[config.mk]
export PLATFORM = sky130hd
export DESIGN_NAME = pkt_strip
export DESIGN_NICKNAME = d
export VERILOG_FILES = /design/src/rtl/pkt_strip_pkg.sv /design/src/rtl/pkt_stat_cnt.sv /design/src/rtl/pkt_strip.sv
export SDC_FILE = /design/constraint.sdc
export NUM_CORES = 1
export LEC_CHECK = 0
export ABC_AREA = 0
export ABC_CLOCK_PERIOD_IN_PS = 5700
export BUFFER_PORTS_ARGS = -buffer_cell sky130_fd_sc_hd__buf_2
export CAP_MARGIN = 20
export CORE_MARGIN = 1.5
export CORE_UTILIZATION = 40
export CTS_CLUSTER_SIZE = 16
export DETAILED_ROUTE_END_ITERATION = 12
export PLACE_DENSITY_LB_ADDON = 0.3
export SLEW_MARGIN = 25
export SYNTH_ARGS = -nofsm -noshare
export SYNTH_HDL_FRONTEND = slang
export SYNTH_SLANG_ARGS = --single-unit
[constraint.sdc]
create_clock -name clk -period 5.7 [get_ports clk]
set_input_delay 0.285 -clock clk [delete_from_list [all_inputs] [get_ports clk]]
set_output_delay 0.285 -clock clk [all_outputs]
set_load 0.02 [all_outputs]
[src/rtl/pkt_strip_pkg.sv]
`default_nettype none
// ============================================================================
// Module  : pkt_strip_pkg
// Purpose : Shared widths, limits and state encoding for the pkt_strip
//           checksum-stripping datapath.
// Ports   : none (package)
// Revision: 1.0 - initial release
// ============================================================================
package pkt_strip_pkg;

  localparam int DATA_W = 16;
  localparam int LEN_W  = 12;
  localparam int CNT_W  = 16;

  // Largest reportable payload length; longer payloads saturate here.
  localparam logic [LEN_W-1:0] LEN_MAX = {LEN_W{1'b1}};

  typedef enum logic [0:0] {
    IDLE   = 1'b0,
    IN_PKT = 1'b1
  } state_t;

endpackage
`default_nettype wire

[src/rtl/pkt_stat_cnt.sv]
`default_nettype none
// ============================================================================
// Module  : pkt_stat_cnt
// Purpose : Wrapping statistics counter that can step by 0, 1 or 2 per cycle.
// Ports   : clk   - rising-edge clock
//           rst_n - asynchronous active-low reset (clears the count)
//           inc   - increment amount for this cycle (0/1/2)
//           cnt   - current count, wraps from all-ones to zero
// Revision: 1.0 - initial release
// ============================================================================
module pkt_stat_cnt
  import pkt_strip_pkg::*;
(
  input  logic             clk,
  input  logic             rst_n,
  input  logic [1:0]       inc,
  output logic [CNT_W-1:0] cnt
);

  always_ff @(posedge clk or negedge rst_n) begin
    if (!rst_n) begin
      cnt <= '0;
    end else begin
      cnt <= cnt + CNT_W'(inc);
    end
  end

endmodule
`default_nettype wire

[src/rtl/pkt_strip.sv]
`default_nettype none
// ============================================================================
// Module  : pkt_strip
// Purpose : Removes the trailing checksum word from each packet. Every word
//           is held for one cycle so that the word preceding eop can itself
//           be flagged as the last payload word. Packets without a proper
//           eop are closed with an error flag; checksum-only packets and
//           stray words are dropped.
// Ports   : clk, rst_n                - clock, async active-low reset
//           din, din_vld/sop/eop      - input packet stream (no backpressure)
//           dout, dout_vld/sop/eop    - payload stream, checksum removed
//           dout_err                  - abort flag, valid with dout_eop
//           dout_len                  - payload length, valid with dout_eop
//           pkt_cnt                   - good packets emitted (wraps)
//           runt_cnt                  - dropped/aborted packets (wraps)
// Revision: 1.0 - initial release
// ============================================================================
module pkt_strip
  import pkt_strip_pkg::*;
(
  input  logic              clk,
  input  logic              rst_n,
  input  logic [DATA_W-1:0] din,
  input  logic              din_vld,
  input  logic              din_sop,
  input  logic              din_eop,
  output logic [DATA_W-1:0] dout,
  output logic              dout_vld,
  output logic              dout_sop,
  output logic              dout_eop,
  output logic              dout_err,
  output logic [LEN_W-1:0]  dout_len,
  output logic [CNT_W-1:0]  pkt_cnt,
  output logic [CNT_W-1:0]  runt_cnt
);

  state_t            state;
  logic [DATA_W-1:0] hold_data;
  logic              hold_sop;
  logic [LEN_W-1:0]  len;
  logic [LEN_W-1:0]  len_next;
  logic [1:0]        pkt_inc;
  logic [1:0]        runt_inc;

  assign len_next = (len == LEN_MAX) ? len : len + 1'b1;

  // Counter steps are decoded from the word being sampled so the counters
  // update on the same edge that registers the corresponding output word.
  always_comb begin
    pkt_inc  = 2'd0;
    runt_inc = 2'd0;
    if (din_vld) begin
      case (state)
        IDLE: begin
          if (din_sop && din_eop) begin
            runt_inc = 2'd1;
          end
        end
        IN_PKT: begin
          if (din_sop) begin
            // Aborted packet, plus a checksum-only packet on the same word.
            runt_inc = din_eop ? 2'd2 : 2'd1;
          end else if (din_eop) begin
            pkt_inc = 2'd1;
          end
        end
        default: begin
          pkt_inc  = 2'd0;
          runt_inc = 2'd0;
        end
      endcase
    end
  end

  always_ff @(posedge clk or negedge rst_n) begin
    if (!rst_n) begin
      state     <= IDLE;
      hold_data <= '0;
      hold_sop  <= 1'b0;
      len       <= '0;
      dout      <= '0;
      dout_vld  <= 1'b0;
      dout_sop  <= 1'b0;
      dout_eop  <= 1'b0;
      dout_err  <= 1'b0;
      dout_len  <= '0;
    end else begin
      // Outputs are zero unless a word is emitted this cycle.
      dout     <= '0;
      dout_vld <= 1'b0;
      dout_sop <= 1'b0;
      dout_eop <= 1'b0;
      dout_err <= 1'b0;
      dout_len <= '0;

      case (state)
        IDLE: begin
          if (din_vld && din_sop && !din_eop) begin
            hold_data <= din;
            hold_sop  <= 1'b1;
            len       <= LEN_W'(1);
            state     <= IN_PKT;
          end
        end

        IN_PKT: begin
          if (din_vld) begin
            dout     <= hold_data;
            dout_vld <= 1'b1;
            dout_sop <= hold_sop;
            if (din_sop) begin
              // Missing eop: close the held packet as aborted, then treat
              // din as the start of a new packet.
              dout_eop <= 1'b1;
              dout_err <= 1'b1;
              dout_len <= len;
              if (din_eop) begin
                state <= IDLE;
              end else begin
                hold_data <= din;
                hold_sop  <= 1'b1;
                len       <= LEN_W'(1);
              end
            end else if (din_eop) begin
              // din is the checksum; the held word is the last payload word.
              dout_eop <= 1'b1;
              dout_len <= len;
              state    <= IDLE;
            end else begin
              hold_data <= din;
              hold_sop  <= 1'b0;
              len       <= len_next;
            end
          end
        end

        default: begin
          state <= IDLE;
        end
      endcase
    end
  end

  pkt_stat_cnt u_pkt_cnt (
    .clk   (clk),
    .rst_n (rst_n),
    .inc   (pkt_inc),
    .cnt   (pkt_cnt)
  );

  pkt_stat_cnt u_runt_cnt (
    .clk   (clk),
    .rst_n (rst_n),
    .inc   (runt_inc),
    .cnt   (runt_cnt)
  );

endmodule
`default_nettype wire

Yosys cells after proc, flatten, opt, wreduce, memory -nomap -nowiden --
Index checks and enable logic that the tools add are counted.
Storage, ports and cells: bits in registers 94, input port bits 21, output and inout port bits 64
Operators by class: add/subtract/negate cells 3, equality and inequality tests 5, mux-type cells 47, bitwise operators 1, reductions and logical operators 6
Operator list (number):
- $mux W12 | 10
- $mux W16 | 5
- $add A16 B2 Y16 | 2
- $pmux W16 S2 | 1
- $pmux W12 S2 | 1
- $mux W1 | 23
- $add A12 B1 Y12 const B | 1
- $eq A12 B12 Y1 const B | 1
- $mux W2 | 4
- $ne A2 B2 Y1 const B | 3
- $pmux W1 S2 | 2
- $pmux W2 S2 | 1
- $reduce_and A4 Y1 | 1
- $logic_and A1 B1 Y1 | 3
- $ne A3 B3 Y1 const B | 1
- $reduce_and A3 Y1 | 1
- $logic_not A1 Y1 | 1
- $not A1 Y1 | 1

Depth between registers and ports, before layout --
Gate-level depths: netlist of run 1.
depth in word-level cells 6, mapped depth 10, gate-level depth less buffers 9

Cells and area by module --
A second synthesis of run 1 with hierarchy kept.
Unflattened totals: cell total of the unflattened synthesis 318, area total of the unflattened synthesis 3935.0 sq um
Modules (own cells, without submodules):
- pkt_strip | instances 1, cells each 198, area an instance 2463.6 sq um, seq. area each 1551.5 sq um
- pkt_stat_cnt | instances 2, cells each 60, area an instance 735.7 sq um, seq. area each 400.4 sq um

Least setup slack after synthesis of run 1 --
OpenSTA, ideal clock, no wires.
kind reg2reg, from register state, to register u_runt_cnt.cnt[12], arrival 2.064 ns, slack 3.506 ns, stages on the path, launching flop included 11, buffers on the path 1, cells stage by stage dfrtp_1 buf_2 xor2_1 and3_1 ha_1 inv_1 fa_1 nand4b_1 nor3_1 nand2_1 xnor2_1
Between the ends: cells in the longest elaborated chain, start to end 4
Ends and longest elaborated chain:
- from (decl) | line pkt_strip.sv:37 | state_t state;
- from (signal assigned) | line pkt_strip.sv:77 | state <= IDLE;
- from (signal assigned) | line pkt_strip.sv:102 | state <= IN_PKT;
- from (signal assigned) | line pkt_strip.sv:118 | state <= IDLE;
- $not A1 Y1
- $pmux W2 S2 (*) | line pkt_strip.sv:53 | case (state)
- $mux W2 (*) | line pkt_strip.sv:52 | if (din_vld) begin
- $add A16 B2 Y16 (*) | line pkt_stat_cnt.sv:24 | cnt <= cnt + CNT_W'(inc);
- to (signal assigned) | line pkt_stat_cnt.sv:24
- to (decl) | line pkt_stat_cnt.sv:17 | output logic [CNT_W-1:0] cnt
Every way passes the cells marked *; elsewhere a longest branch is shown, timed or not. A chain may end at the register's enable or synchronous reset.

Final worst setup path of run 1 --
Same ends and word-level chain as after synthesis.

==> results_dict.tcl, run 1 <==
set metrics [dict create \
    numCtsBuffers 9 \
    setup_ws_ps 3010 \
    start_kind "register" \
    cts.reportedPaths.clkPinSlew_ps 90 \
    fin_setup_tns_ps 0 \
    finalPower_mw 1.51 \
    ant_nets 0 \
    synth_edf_count 0 \
    slew_violations 0 \
    min_period_ps 2690 \
    ctsHtreeMaxLevel 3 \
    hold_class "in2reg" \
    yosys.area.top_type "dfrtp_1" \
    layout_commonest_cell "dfrtp_1" \
    seq_area_um2 2350 \
    max_slew.worst_pin.slew_ps 752 \
    crit_arrival_ps 2930 \
    setup_viol 0 \
    ir_drop_mv 0.107 \
    r2r-start "state$_DFF_PN0_" \
    initial_core_util_pct 41.5 \
    dieWidth_um 101 \
    hold_end "hold_data[3]$_DFFE_PN0P_" \
    cts_setup_buffers 0 \
    comb_power_share_pct 14.9 \
    critPathTopFamily "flip-flops" \
    fillCellCount 868 \
    multiInputGateArea_um2 1420 \
    grt_pass1_vias 2692 \
    required_ps 5940 \
    slowest_stage "dfrtp_1" \
    drive_above_1_share_pct 25.7 \
    p_sw_uw 430 \
    fin_crit_sh_pct 47.3 \
    r2r_slack_ps 3010 \
    cp_max_fo 29 \
    antenna_cells 0 \
    grt_start_max_net_pins 59 \
    reg2reg_to "u_runt_cnt.cnt[12]$_DFF_PN0_" \
    status "finished clean" \
    grt_pass1_wl_mm 12.4 \
    rsz0062_at_grt "false" \
    post-dp-hpwl_mm 5.35 \
    globalRouteOverflowTotal 0 \
    r2r_cells 9 \
    synthCells 346 \
    synthTopCellsByArea "dfrtp_1 61%, nand2_1 6.8%, xnor2_1 4.3%, and3_1 3.6%, and2_1 2.3%" \
    routed_wirelength_mm 7.62 \
    dieArea_um2 10200 \
    io_buffers 84 \
    rows 35 \
    synth_seq_area_share_pct 61.0 \
    synth_cell_types 47 \
    clkPwrFrac_pct 31.5 \
    ys_ff_latch 94 \
    worstPathCellList "xor2_1, and3_1, ha_1, inv_1, fa_1, nand4b_1, nor3_1, nand2_1, xnor2_1" \
    relSlewSlack_pct 49.8 \
    dp_slack_ps 3010 \
    p_seq_share_pct 53.6 \
    crit_type "reg2reg" \
    clock_path_buffers 2 \
    clkSinkCount 94 \
    coreArea_um2 9280 \
    yosysWarnings 0 \
    layout.nets 457 \
    final_cell_mix "94 x dfrtp_1, 83 x buf_2, 70 x nand2_1" \
    cp.buffers_inverters 1 \
    skew_ps 7.34 \
    power_density_nw_per_um2 327 \
    crit_start "state$_DFF_PN0_" \
    pin_count 85 \
    dr.first_iter.drc_count 79 \
    leakagePower_nw 2.47 \
    drv_cap 0 \
    dieHeight_um 101 \
    syn_avg_cell_area_um2 11.1 \
    area_growth_pct 19.8 \
    vias_per_cell 4.89 \
    netlist.area_leader.share_pct 61.0 \
    drcViolationCount 0 \
    hold_viol_final 0 \
    gp_congestion 0.763 \
    cts_tree "yes" \
    final_cell_area_um2 4620 \
    postLayoutCoreUtil_pct 49.8 \
    grtUsageTotal_pct 15.7 \
    worstHoldStart "din[3]" \
    synthArstFlopShare_pct 100 \
    internal_power_mw 1.08 \
    synth_area_um2 3860 \
    placed_cell_area_um2 4400 \
    synth_flop_cell "dfrtp_1" \
    clock_latency_ps 350 \
    swShare_pct 28.4 \
    num_vias 2757 \
    syn-num-nets 373 \
    ctsRootBufferMaster "clkbuf_8" \
    critPathMaxStageDelay_ps 840 \
    antenna_found_initial 0 \
    max_clock_freq_ghz 0.371 \
    wl_per_cell_um 13.5 \
    critPathCaptureType "register" \
    drtPass1Iterations 4 \
    holdPathStages 3 \
]
==> through the flow <==
| stage | hold slack, ps | cells |
|---|---|---|
| CTS | 95.5 | 564 |
| global placement | 266 | 547 |
| floorplan | -10.6 | 346 |
| detailed placement | 275 | 547 |
| global route | 104 | 564 |
| finish | 115 | 564 |
==> how the worst max path moves through the flow <==
stage,endpoint,cells past startpoint,slack [ps]
floorplan,u_runt_cnt.cnt[12]$_DFF_PN0_,10,3510
global placement,u_runt_cnt.cnt[14]$_DFF_PN0_,9,3090
detailed placement,u_runt_cnt.cnt[12]$_DFF_PN0_,9,3010
CTS,u_runt_cnt.cnt[12]$_DFF_PN0_,9,2990
global route,u_runt_cnt.cnt[12]$_DFF_PN0_,9,2770
finish,u_runt_cnt.cnt[12]$_DFF_PN0_,9,3010
==> cell usage after synthesis (3+ instances only) <==
cell type / number
and3_1: 22
o21ai_0: 6
a21oi_1: 4
ha_1: 5
xor2_1: 10
xnor2_1: 19
nand3_1: 14
nand4_1: 8
inv_1: 7
a31oi_1: 4
nor2b_1: 3
nor2_1: 10
clkbuf_1: 10
nor3_1: 8
nand2_1: 70
dfrtp_1: 94
and2_1: 14
==> registers in the layout (all words and copies together), names as in the netlist <==
name	flops
dout	16
dout_eop	1
dout_err	1
dout_len	12
dout_sop	1
dout_vld	1
hold_data	16
hold_sop	1
len	12
state	1
u_pkt_cnt.cnt	16
u_runt_cnt.cnt	16
==> cells by family after synthesis <==
group | Yosys count | synth area share [%]
and+or+nand+nor | 166 | 22.3
muxes | 1 | 0.260
AOI/OAI and AO/OA | 29 | 5.45
adders and majority gates | 6 | 2.14
buffers and inverters | 21 | 2.24
xor gates and xnor gates | 29 | 6.59
DFF | 94 | 61.0
==> what timing repair did <==
| item | 4_1_cts | 5_1_grt |
|---|---|---|
| hold buffers | 1 | 0 |
| hold endpoints to repair | 36 | 0 |
| setup endpoints to repair | 0 | 0 |
| gates resized for setup | 0 | 0 |
==> layer usage <==
metal / track usage, % / part of all wire (%) / wire length [µm]
met5: 0 / 0 / 0
met4: 5.88 / 1.4 / 110
met3: 3.80 / 3.8 / 292
met2: 26.4 / 49 / 3760
met1: 19.6 / 45 / 3460
==> power groups by stage <==
| stage | Sequential (mW) | Clock, mW | Combinational [mW] |
|---|---|---|---|
| 2_1_floorplan | 0.857 | 0 | 0.0965 |
| 3_3_place_gp | 0.823 | 0 | 0.224 |
| 3_5_place_dp | 0.824 | 0 | 0.229 |
| 4_1_cts | 0.811 | 0.491 | 0.231 |
| 5_1_grt | 0.825 | 0.512 | 0.251 |
| 6_report | 0.810 | 0.476 | 0.225 |
==> worst register-to-register path: stages (launching register included) <==
cell,delay (ps)
dfrtp_1,840
xor2_1,190
and3_1,170
ha_1,160
inv_1,60
fa_1,430
nand4b_1,230
nor3_1,270
nand2_1,110
xnor2_1,140
==> cell type report <==
class                   count  area share, %
well taps                 129           3.49
multi-input cells         231           30.7
repair buffers             87           9.69
flip-flops and latches     94           50.9
clock inverters             4           1.52
inverters                   7          0.569
clock buffers              12           3.14
(Power assumes the default switching activity.)
==> inputs of run 2 (changes only) <==
--- a/config.mk
+++ b/config.mk
@@ -5,8 +5,8 @@
 export SDC_FILE = /design/constraint.sdc
 export NUM_CORES = 1
 export LEC_CHECK = 0
-export ABC_AREA = 0
-export ABC_CLOCK_PERIOD_IN_PS = 5700
+export ABC_AREA = 1
+export ABC_CLOCK_PERIOD_IN_PS = 2800
 export BUFFER_PORTS_ARGS = -buffer_cell sky130_fd_sc_hd__buf_2
 export CAP_MARGIN = 20
 export CORE_MARGIN = 1.5
==> constraint.sdc (replaced) <==
create_clock -name clk -period 2.8 [get_ports clk]
set_input_delay 0.14 -clock clk [delete_from_list [all_inputs] [get_ports clk]]
set_output_delay 0.14 -clock clk [all_outputs]
set_load 0.02 [all_outputs]
==> run 2 against run 1 <==
Clock power grew 96%. Utilization grew 2.0 points. Die area grew 1.3%. Combinational power grew 120%. Cell area grew 5.0%. Critical path depth grew 2. Hold slack lost 42 ps. Critical endpoint is now u_runt_cnt.cnt[14]$_DFF_PN0_. Highest routed layer unchanged.
==> results_dict.tcl, run 2 <==
set metrics [dict create \
    pin_count 85 \
    seq_area_um2 2350 \
    critPathMaxStageDelay_ps 450 \
    ctsRootBufferMaster "clkbuf_8" \
    gp_congestion 0.864 \
    max_clock_freq_ghz 0.451 \
    fin_crit_sh_pct 79.2 \
    dp_slack_ps 592 \
    grtUsageTotal_pct 16.7 \
    start_kind "register" \
    area_growth_pct 24.2 \
    grt_pass1_vias 2932 \
    postLayoutCoreUtil_pct 51.8 \
    ctsHtreeMaxLevel 3 \
    skew_ps 13.3 \
    vias_per_cell 4.55 \
    hold_class "in2reg" \
    synth_seq_area_share_pct 60.2 \
    grt_start_max_net_pins 66 \
    setup_viol 0 \
    synth_compound_area_share_pct 4.45 \
    placed_cells 624 \
    synth_mux_area_share_pct 0 \
    dieWidth_um 102 \
    cts.reportedPaths.clkPinSlew_ps 90 \
    setup_ws_ps 583 \
    antenna_cells 0 \
    synth_top_family_by_area "simple AND/OR/NAND/NOR gates" \
    drcViolationCount 0 \
    rows 35 \
    numCtsBuffers 9 \
    synth_simple_gate_area_share_pct 21.0 \
    dieArea_um2 10400 \
    cts_tree "yes" \
    synthTopCellsByArea "dfrtp_1 60%, nand2_1 9.0%, nor2_1 5.8%, inv_1 5.0%, xor2_1 4.3%" \
    hold_ws_ps 73.6 \
    clock_latency_ps 360 \
    stdcell_count 657 \
    routed_wirelength_mm 7.85 \
    crit_type "reg2reg" \
    slowest_stage "dfrtp_1" \
    antenna_found_initial 0 \
    yosys.area_share.adder_pct 2.11 \
    syn_avg_cell_area_um2 9.44 \
    drv_cap 0 \
    layout.nets 550 \
    final_cell_mix "94 x nand2_1, 94 x dfrtp_1, 83 x buf_2" \
    critPathTopFamily "simple AND/OR/NAND/NOR gates" \
    rsz0062_at_grt "false" \
    dr.first_iter.drc_count 162 \
    clock_path_buffers 2 \
    synthCells 414 \
    leakagePower_nw 2.56 \
    max_slew.worst_pin.slew_ps 889 \
    yosys.area_share.xor_xnor_pct 6.05 \
    fin_setup_tns_ps 0 \
    required_ps 3100 \
    globalRouteOverflowTotal 0 \
    power_density_nw_per_um2 623 \
    min_period_ps 2220 \
    ys_ff_latch 94 \
    initial_core_util_pct 41.7 \
    critPathCaptureType "register" \
    fillCellCount 918 \
    yosys.area.top_type "dfrtp_1" \
    syn-num-nets 441 \
    yosysWarnings 0 \
    post-dp-hpwl_mm 5.50 \
    netlist.area_leader.share_pct 60.2 \
    num_vias 2988 \
    clkSinkCount 94 \
    dieHeight_um 102 \
    status "finished clean" \
    coreArea_um2 9370 \
    cp.buffers_inverters 2 \
    ant_nets 0 \
    cts_setup_buffers 0 \
    io_buffers 84 \
    hold_viol_final 0 \
    worstPathCellList "o21ai_0, a21oi_1, ha_1, inv_1, fa_1, nor2_2, nand3_1, inv_1, nand2_1, or2_0, nand2_1" \
    synth_area_um2 3910 \
    synth_flop_cell "dfrtp_1" \
    grt_pass1_wl_mm 13.5 \
    drtPass1Iterations 4 \
    multiInputGateArea_um2 1320 \
    synth_edf_count 0 \
    drive_above_1_share_pct 21.4 \
    slew_violations 0 \
    synth_cell_types 29 \
    cp_max_fo 7 \
    relSlewSlack_pct 40.3 \
    wl_per_cell_um 11.9 \
    synth_common_cells "94 x dfrtp_1, 94 x nand2_1, 60 x nor2_1" \
    synthArstFlopShare_pct 100 \
    crit_arrival_ps 2520 \
    ir_drop_mv 0.330 \
]
==> run 2: cell types whose count changed after synthesis, moves of 9 or more <==
cell,delta
and2_1,-14
and3_1,-21
clkbuf_1,-9
inv_1,+45
nand2_1,+24
nor2_1,+50
o21ai_0,+19
xnor2_1,-11
xor2_1,+9
==> run 2: power by group <==
| group | switching [mW] | internal, mW | total, mW |
|---|---|---|---|
| clock network | 0.503 | 0.429 | 0.933 |
| registers | 0.0989 | 1.50 | 1.60 |
| logic | 0.322 | 0.168 | 0.490 |
| total | 0.924 | 2.10 | 3.02 |
==> run 2: tightest hold or removal path, cell delays in order <==
cell	delay [ps]
buf_2	140
inv_1	70
nor2_1	40
==> run 2: area by class of cell <==
class	instances	share of cell area, %
Clock inverter	6	1.55
Tap cell	129	3.33
Timing Repair Buffer	105	12.8
Multi-Input combinational cell	260	27.1
Clock buffer	10	2.63
Sequential cell	94	48.5
Inverter	53	4.10
==> run 2: kinds of logic (layout without fill, tap and decap cells) <==
| logic type | count (synthesis) | after routing |
|---|---|---|
| compound gates | 34 | 34 |
| xor+xnor | 27 | 27 |
| fa+ha+maj | 6 | 6 |
| buf+inv | 60 | 174 |
| flops | 94 | 94 |
| simple gates | 193 | 193 |
==> run 2: final timing paths <==
path / slack (ps) / to / depth (start not counted) / startpoint
min in group asynchronous: 410 / dout[6]$_DFF_PN0_ / 2 / rst_n
setup reg to reg: 580 / u_runt_cnt.cnt[14]$_DFF_PN0_ / 11 / state$_DFF_PN0_
setup / recovery: 580 / u_runt_cnt.cnt[14]$_DFF_PN0_ / 11 / state$_DFF_PN0_
max in group asynchronous: 1650 / u_pkt_cnt.cnt[6]$_DFF_PN0_ / 3 / rst_n
hold / removal: 70 / dout_err$_DFF_PN0_ / 3 / din_sop
hold reg to reg: 460 / u_runt_cnt.cnt[15]$_DFF_PN0_ / 1 / u_runt_cnt.cnt[15]$_DFF_PN0_
==> run 2: metal layers <==
layer / up-vias / wire [µm] / GRT usage (%) / part of all wire, %
li1: 1500 / - / - / -
met4: 0 / 119 / 6.22 / 1.5
met1: 1398 / 3600 / 21.8 / 46
met2: 80 / 3760 / 27.3 / 48
met5: - / 0 / 0 / 0
met3: 10 / 370 / 3.76 / 4.7
==> run 2: what timing repair did <==
action	4_1_cts	5_1_grt
resized for setup	0	0
hold buffers	17	0
endpoints found under the hold margin	79	0
==> run 2: stage by stage <==
step,power (mW),area (µm²)
CTS,3.08,4850
floorplan,1.90,3910
global route,3.20,4850
global placement,2.10,4480
finish,3.02,4850
detailed placement,2.11,4480
==> inputs of run 3 (changes only) <==
--- a/config.mk
+++ b/config.mk
@@ -6,7 +6,7 @@
 export NUM_CORES = 1
 export LEC_CHECK = 0
 export ABC_AREA = 1
-export ABC_CLOCK_PERIOD_IN_PS = 2800
+export ABC_CLOCK_PERIOD_IN_PS = 2300
 export BUFFER_PORTS_ARGS = -buffer_cell sky130_fd_sc_hd__buf_2
 export CAP_MARGIN = 20
 export CORE_MARGIN = 1.5
==> constraint.sdc (replaced) <==
create_clock -name clk -period 2.3 [get_ports clk]
set_input_delay 0.115 -clock clk [delete_from_list [all_inputs] [get_ports clk]]
set_output_delay 0.115 -clock clk [all_outputs]
set_load 0.02 [all_outputs]
==> run 3 against run 2 <==
Largest cell class unchanged. Non-clock buffer count down 1. Largest power group unchanged. Via count is 1.3% lower. Global-route usage down 0.72 points. Cell area is 0.28% higher. Worst setup slack got worse by 430 ps.
==> results_dict.tcl, run 3 (same netlist as run 2, synthesis figures left out) <==
set metrics [dict create \
    pin_count 85 \
    layout.nets 549 \
    relSlewSlack_pct 38.4 \
    status "finished clean" \
    dr.first_iter.drc_count 104 \
    area_growth_pct 24.6 \
    reg2reg_to "u_runt_cnt.cnt[14]$_DFF_PN0_" \
    critPathMaxStageDelay_ps 440 \
    ir_drop_mv 0.338 \
    start_kind "register" \
    finalPower_mw 3.68 \
    ctsHtreeMaxLevel 3 \
    ctsRootBufferMaster "clkbuf_8" \
    dieArea_um2 10400 \
    holdPathStages 3 \
    clock_path_buffers 2 \
    crit_type "reg2reg" \
    drv_cap 0 \
    stdcell_count 656 \
    cts.reportedPaths.clkPinSlew_ps 100 \
    hold_ws_ps 55.2 \
    antenna_cells 0 \
    final_cell_mix "94 x nand2_1, 94 x dfrtp_1, 83 x buf_2" \
    setup_ws_ps 156 \
    slowest_stage "dfrtp_1" \
    globalRouteOverflowTotal 0 \
    routed_wirelength_mm 7.65 \
    cts_tree "yes" \
    io_buffers 84 \
    critPathTopFamily "adder cells" \
    fin_setup_tns_ps 0 \
    cts_setup_buffers 0 \
    final_cell_area_um2 4870 \
    wl_per_cell_um 11.7 \
    grtUsageTotal_pct 15.9 \
    setup_viol 0 \
    fin_crit_sh_pct 93.2 \
    leakagePower_nw 2.57 \
    grt_pass1_vias 2756 \
    max_slew.worst_pin.slew_ps 918 \
    worstHoldStart "din_sop" \
    min_period_ps 2140 \
    numCtsBuffers 9 \
    worstPathCellList "o21ai_0, a21oi_1, ha_1, inv_1, fa_1, nor2_4, nand3_1, inv_1, nand2_1, or2_0, nand2_1" \
    drtPass1Iterations 4 \
    cp.buffers_inverters 2 \
    cp_max_fo 7 \
    r2r_slack_ps 160 \
    post-dp-hpwl_mm 5.42 \
    dp_slack_ps 134 \
    postLayoutCoreUtil_pct 51.9 \
    num_vias 2948 \
    grt_start_max_net_pins 68 \
    r2r_cells 11 \
    drive_above_1_share_pct 21.3 \
    clock_latency_ps 360 \
    antenna_found_initial 0 \
    drcViolationCount 0 \
    hold_viol_final 0 \
    slew_violations 0 \
    placed_cell_area_um2 4490 \
    power_density_nw_per_um2 756 \
    vias_per_cell 4.49 \
    dieHeight_um 102 \
    initial_core_util_pct 41.7 \
    hold_end "dout_err$_DFF_PN0_" \
    crit_arrival_ps 2440 \
    critPathCaptureType "register" \
    rsz0062_at_grt "false" \
    required_ps 2600 \
    gp_congestion 0.890 \
    skew_ps 11.3 \
    crit_cells 11 \
    placed_cells 623 \
    r2r-start "state$_DFF_PN0_" \
    rows 35 \
    dieWidth_um 102 \
    clkSinkCount 94 \
    ant_nets 0 \
    coreArea_um2 9370 \
    grt_pass1_wl_mm 12.8 \
    hold_class "in2reg" \
    max_clock_freq_ghz 0.466 \
]
## run 3: cell count changes in the layout (fill, tap and decap cells not counted)
| cell | previous run | this run |
|---|---|---|
| buf_12 | 0 | 1 |
| buf_4 | 5 | 3 |
| clkbuf_8 | 9 | 10 |
| clkinv_4 | 0 | 1 |
| clkinvlp_4 | 1 | 0 |
| inv_8 | 1 | 0 |
| nor2_2 | 3 | 2 |
| nor2_4 | 2 | 3 |
## run 3: repair_timing
action	in CTS	in global routing
hold buffers	17	0
hold endpoints to repair	43	0
resized for setup	0	1
setup endpoints to repair	0	1
## run 3: tightest hold or removal path, stage by stage
cell	delay [ps]
buf_2	130
inv_1	90
nor2_1	50
## run 3: area by class of cell
| type | count | area [µm²] |
|---|---|---|
| fillers | 904 | 4500 |
| flip-flops and latches | 94 | 2350 |
| multi-input cells | 260 | 1320 |
| repair buffers | 104 | 628 |
| inverters | 53 | 199 |
| well taps | 129 | 161 |
| clock buffers | 11 | 141 |
| clock inverters | 5 | 65.1 |
## run 3: power by group
group | switching [mW] | internal [mW]
Clock | 0.592 | 0.547
Sequential | 0.120 | 1.83
Combinational | 0.390 | 0.206
## run 3: worst max-delay path by stage
stage | startpoint | to | slack [ps]
after global placement | state$_DFF_PN0_ | u_runt_cnt.cnt[14]$_DFF_PN0_ | 190
final | state$_DFF_PN0_ | u_runt_cnt.cnt[14]$_DFF_PN0_ | 160
after floorplan | state$_DFF_PN0_ | u_runt_cnt.cnt[14]$_DFF_PN0_ | 370
after detailed placement | state$_DFF_PN0_ | u_runt_cnt.cnt[14]$_DFF_PN0_ | 130
after global routing | state$_DFF_PN0_ | u_runt_cnt.cnt[14]$_DFF_PN0_ | 20
after CTS | state$_DFF_PN0_ | u_runt_cnt.cnt[14]$_DFF_PN0_ | 110
## run 3: metal layers
metal | up-vias | global-route usage, % | routed length, µm
met1 | 1397 | 21.1 | 3530
met2 | 49 | 25.4 | 3710
met4 | 0 | 6.22 | 119
met5 | - | 0 | 0
li1 | 1493 | - | -
met3 | 9 | 3.97 | 295
